File: config.mk
export PLATFORM = sky130hd
export DESIGN_NAME = console_port
export DESIGN_NICKNAME = d
export VERILOG_FILES = /design/src/rtl/console_port.sv
export SDC_FILE = /design/constraint.sdc
export NUM_CORES = 1
export LEC_CHECK = 0
export ABC_AREA = 1
export BUFFER_PORTS_ARGS = -buffer_cell sky130_fd_sc_hd__buf_2
export CAP_MARGIN = 20
export CORE_MARGIN = 5
export CORE_UTILIZATION = 45
export CTS_CLUSTER_DIAMETER = 60
export DETAILED_ROUTE_END_ITERATION = 10
export PLACE_DENSITY_LB_ADDON = 0.15
export SKIP_LAST_GASP = 1
export SYNTH_ARGS = -nofsm -noshare
export SYNTH_HDL_FRONTEND = slang
export SYNTH_SLANG_ARGS = --single-unit
File: constraint.sdc
create_clock -name clock -period 2.2 [get_ports clock]
set_input_delay 0.44 -clock clock [delete_from_list [all_inputs] [get_ports clock]]
set_output_delay 0.44 -clock clock [all_outputs]
set_load 0.03 [all_outputs]
File: src/rtl/console_port.sv
// Console I/O port responder: status/data ports, RX byte FIFO and a single TX holding register.
// Read side effects (pop, flag clear) happen on the read strobe's falling edge, so the head stays stable.
module console_port #(
    parameter logic [7:0]  BASE_ADDR  = 8'h00,
    parameter int unsigned FIFO_DEPTH = 8
) (
    input  logic       clock,
    input  logic       reset,
    input  logic [7:0] address,
    input  logic       ioread,
    input  logic       iowrite,
    input  logic [7:0] data_in,
    output logic [7:0] data_out,
    output logic       data_out_en,
    input  logic [7:0] rx_data,
    input  logic       rx_valid,
    output logic [7:0] tx_data,
    output logic       tx_valid,
    input  logic       tx_ready,
    output logic       irq_rx
);

    localparam int unsigned AW = $clog2(FIFO_DEPTH);
    localparam int unsigned CW = AW + 1;

    logic [7:0]    mem [FIFO_DEPTH];
    logic [AW-1:0] wptr_q, rptr_q;
    logic [CW-1:0] count_q, count_d;
    logic          ioread_d, iowrite_d;
    logic          pop_pend_q, clr_pend_q;
    logic          overrun_q, txdrop_q;
    logic [7:0]    tx_data_q;
    logic          tx_valid_q;
    logic          irq_q;

    logic sel_st, sel_dt;
    logic empty, full;
    logic rd_rise, rd_fall, wr_rise;
    logic pop, push, clr, accept, tx_take, tx_drop;
    logic [7:0] head, status;

    assign sel_st  = (address == BASE_ADDR);
    assign sel_dt  = (address == BASE_ADDR + 8'd1);
    assign empty   = (count_q == '0);
    assign full    = (count_q == CW'(FIFO_DEPTH));
    assign rd_rise = ioread && !ioread_d;
    assign rd_fall = !ioread && ioread_d;
    assign wr_rise = iowrite && !iowrite_d && sel_dt;

    assign pop     = rd_fall && pop_pend_q && !empty;
    assign clr     = rd_fall && clr_pend_q;
    // A pop in the same cycle frees a slot, so a push into a full FIFO is still taken.
    assign push    = rx_valid && (!full || pop);
    assign accept  = tx_valid_q && tx_ready;
    assign tx_take = wr_rise && (!tx_valid_q || accept);
    assign tx_drop = wr_rise && tx_valid_q && !accept;

    always_comb begin
        count_d = count_q;
        if (push && !pop) begin
            count_d = count_q + CW'(1);
        end else if (pop && !push) begin
            count_d = count_q - CW'(1);
        end
    end

    assign head   = empty ? 8'h00 : mem[rptr_q];
    assign status = {4'b0000, txdrop_q, overrun_q, ~tx_valid_q, ~empty};

    always_comb begin
        data_out_en = ioread && (sel_st || sel_dt);
        data_out    = 8'h00;
        if (data_out_en) begin
            data_out = sel_st ? status : head;
        end
    end

    assign tx_data  = tx_data_q;
    assign tx_valid = tx_valid_q;
    assign irq_rx   = irq_q;

    always_ff @(posedge clock) begin
        if (push) begin
            mem[wptr_q] <= rx_data;
        end
    end

    always_ff @(posedge clock) begin
        if (reset) begin
            wptr_q     <= '0;
            rptr_q     <= '0;
            count_q    <= '0;
            ioread_d   <= 1'b1;
            iowrite_d  <= 1'b1;
            pop_pend_q <= 1'b0;
            clr_pend_q <= 1'b0;
            overrun_q  <= 1'b0;
            txdrop_q   <= 1'b0;
            tx_data_q  <= 8'h00;
            tx_valid_q <= 1'b0;
            irq_q      <= 1'b0;
        end else begin
            ioread_d  <= ioread;
            iowrite_d <= iowrite;
            count_q   <= count_d;
            irq_q     <= (count_d != '0);

            if (push) begin
                wptr_q <= wptr_q + AW'(1);
            end
            if (pop) begin
                rptr_q <= rptr_q + AW'(1);
            end

            if (rd_fall) begin
                pop_pend_q <= 1'b0;
                clr_pend_q <= 1'b0;
            end else if (rd_rise) begin
                if (sel_dt && !empty) begin
                    pop_pend_q <= 1'b1;
                end
                if (sel_st) begin
                    clr_pend_q <= 1'b1;
                end
            end

            // Set beats a same-cycle clear for both sticky flags.
            if (rx_valid && !push) begin
                overrun_q <= 1'b1;
            end else if (clr) begin
                overrun_q <= 1'b0;
            end
            if (tx_drop) begin
                txdrop_q <= 1'b1;
            end else if (clr) begin
                txdrop_q <= 1'b0;
            end

            if (tx_take) begin
                tx_data_q  <= data_in;
                tx_valid_q <= 1'b1;
            end else if (accept) begin
                tx_valid_q <= 1'b0;
            end
        end
    end

endmodule

==> run metrics <==
status completed; Cell Area, Synth about 4000 sq um; Starting DRT DRC Count 85; Slew Limit Fails 0; antenna-violating nets left 0; Setup Skew 9.13 ps; leakage about 2 nW; largest net degree at the start of global routing 21; Int Power approximately 2.5 mW; part of the power in registers between 50% and 60%; worst slew pin tran roughly 350 ps; Worst Hold Class in -> reg; Worst path slowest cell dfxtp_4; Clock Path Buffers 2; Root Buffer clkbuf_8; Final Hold Fails 0; GRT Resource Usage Total 16.7%; Worst slew margin between 70% and 80%; WL per Instance 16.1 um; Crit path top cell by count buf_6; post-synth cell types 38; gp weighted congestion between 0.8 and 0.9; maximum VDD drop ~300 uV; layout cells sized above 1 around 30%; Max Cap Viol 0; CTS H-tree depth 3; CP endpoint kind primary output; # IOs 49; Worst Setup Slack, final 48.5 ps; Setup CP Type reg -> out; first-pass GRT wire length between 10000 and 15000 um; die area about 11000 sq um; vias in the first global route about 2900; Fmax about 460 MHz; Post-Syn Nets between 400 and 500; CP arrival between 1500 and 2000 ps; Final setup viols 0; number of buffers created by CTS 9; CP Cell Sequence inv_8, buf_6, o21ai_0, o221ai_1, nand3_1, a21oi_2, buf_6; warnings from Yosys 0; slowest stage delay, CP roughly 400 ps; CTS Sinks 93; Critical Path Fanout Max 7; Area growth syn-to-layout 23.7%; post-synth top area share 48.4%; synth top area cells edfxtp_1, dfxtp_1, nand2_1; Die Width about 100 um; Layout Nets around 500; most common cell in the netlist nand2_1; Worst EP required around 1800 ps; CTS tree yes; Post-synth top cells nand2_1, edfxtp_1, nor2_1; total core area between 8000 and 9000 sq um; Worst-Skew Late Latency 360 ps; gr ovfl total 0; Post-Route WL ~9000 um; Comb power frac approximately 6.4%; Avg Inst Size Synth 10.3 sq um; Async S/R FF share, synth 0%; CTS Hold Bufs 0; Final period util a little over nine tenths; CP delay by family, top compound AO/OA/AOI/OAI gates; Residual DRC 0; placed cell count 550; clock-pin slew on the worst setup and hold paths 90 ps; Synth Flop Type edfxtp_1; worst path bufs/invs 3; sequential area share after synthesis 63.0%; Antenna Cells 0; Startpoint Class flop; port bufs between 40 and 50; Starting Density between 40% and 50%; Post-synth EDFFs 64; Clk pwr share around a third; switching power between 0.7 and 0.8 mW; hpwl dp 6150 um; row cnt 34; DP Worst Slack around 90 ps; DRT Pass-1 Iters 4; number of antenna violations at the first check in global routing 0; Non-Filler Instances 573; Yosys top cell by area edfxtp_1; DR vias between 2000 and 3000; Period minus WS final approximately 2200 ps; chip height 104 um; RSZ-0062 raised after global routing true; Post-Synthesis Cells about 380; Switching Fraction between 20% and 30%; Power Density ~660 nW/um^2; #FFs+latches synth 93; Vias/cell about 5.1
-- registers in the layout, indices dropped and copies added, names as in the netlist, named ones only --
register	cells
rptr_q	3
ioread_d	1
iowrite_d	1
irq_rx	1
txdrop_q	1
tx_valid	1
count_q	4
pop_pend_q	1
clr_pend_q	1
tx_data	8
wptr_q	3
mem	64
overrun_q	1
-- area by class of cell --
| cell class | count | area [sq um] |
|---|---|---|
| sequential | 93 | 2510 |
| multi-input combinational | 244 | 1340 |
| clock inverter | 7 | 66.3 |
| clock buffer | 9 | 124 |
| inverter | 34 | 139 |
| timing repair buffer | 78 | 599 |
| tap | 108 | 135 |
| fill | 777 | 3760 |
-- repair_timing --
action | CTS | global route
resized for setup | 23 | 36
endpoints found under the setup margin | 8 | 8
pin swaps | 0 | 21
cloned | 1 | 2
setup buffers | 0 | 4
-- cells in the final DEF (no fill, tap or decap), types with 2 or more instances in the layout --
cell type,instances
nand2_1,62
nand2b_1,7
nand4_1,5
o22ai_1,12
nand2_4,2
o21ai_1,7
nor2_1,46
ha_1,4
nand3_2,3
buf_6,9
a21oi_2,6
clkinv_2,4
buf_12,2
buf_2,40
o21ai_2,3
a21oi_1,18
dfxtp_2,3
dfxtp_4,2
nand3_1,19
clkbuf_16,2
inv_1,27
clkbuf_8,9
o21ai_0,25
buf_4,24
inv_2,4
nor2_4,4
clkinv_4,2
nand2_2,3
nor2_2,4
nand3_4,2
dfxtp_1,24
edfxtp_1,64
-- through the flow --
stage / TNS (ps) / utilization [%] / hold slack, ps / instance area, sq um / power [mW]
finish: 0 / 56.6 / 324 / 4910 / 3.24
global route: -220 / 56.6 / 318 / 4910 / 3.38
CTS: 0 / 54.6 / 305 / 4740 / 3.27
detailed placement: 0 / 51.4 / 455 / 4460 / 2.16
global placement: 0 / 51.4 / 449 / 4460 / 2.15
floorplan: 0 / - / 438 / 3970 / 2.06
-- power groups by stage --
stage,Combinational (mW),Clock [mW],Sequential [mW]
after floorplan,0.104,0,1.96
after global placement,0.192,0,1.96
after detailed placement,0.198,0,1.96
after CTS,0.205,1.15,1.92
after global routing,0.234,1.22,1.92
final,0.208,1.11,1.92
-- tightest hold or removal path, delay by kind of cell --
family                 cells  cell delay, ps
buffers and inverters      1             100
AND/OR/NAND/NOR            1              50
AO/OA/AOI/OAI              1              50
-- logic make-up after synthesis --
family / Yosys count / synth area share, %
simple gates: 163 / 19.8
xor+xnor: 2 / 0.441
buf+inv: 47 / 5.14
flops: 93 / 63.0
fa+ha+maj: 5 / 1.58
compound gates: 74 / 10.1
-- final timing paths --
kind	start	end	slack [ps]	cells after the start
worst max-delay path	flop	data_out[1]	50	7
worst min register to register	tx_data[4]	tx_data[4]	470	2
worst max register to register	count_q[1]	mem[0][5]	390	8
worst min-delay path	data_in[7]	tx_data[7]	320	3
-- metal layers --
metal,global-route usage (%),up-vias,part of all wire [%]
li1,-,1471,-
met1,20.9,1386,43
met2,27.8,70,50
met3,3.35,18,4.8
met4,7.59,0,2.4
met5,0,-,0
(Power assumes the default switching activity.)
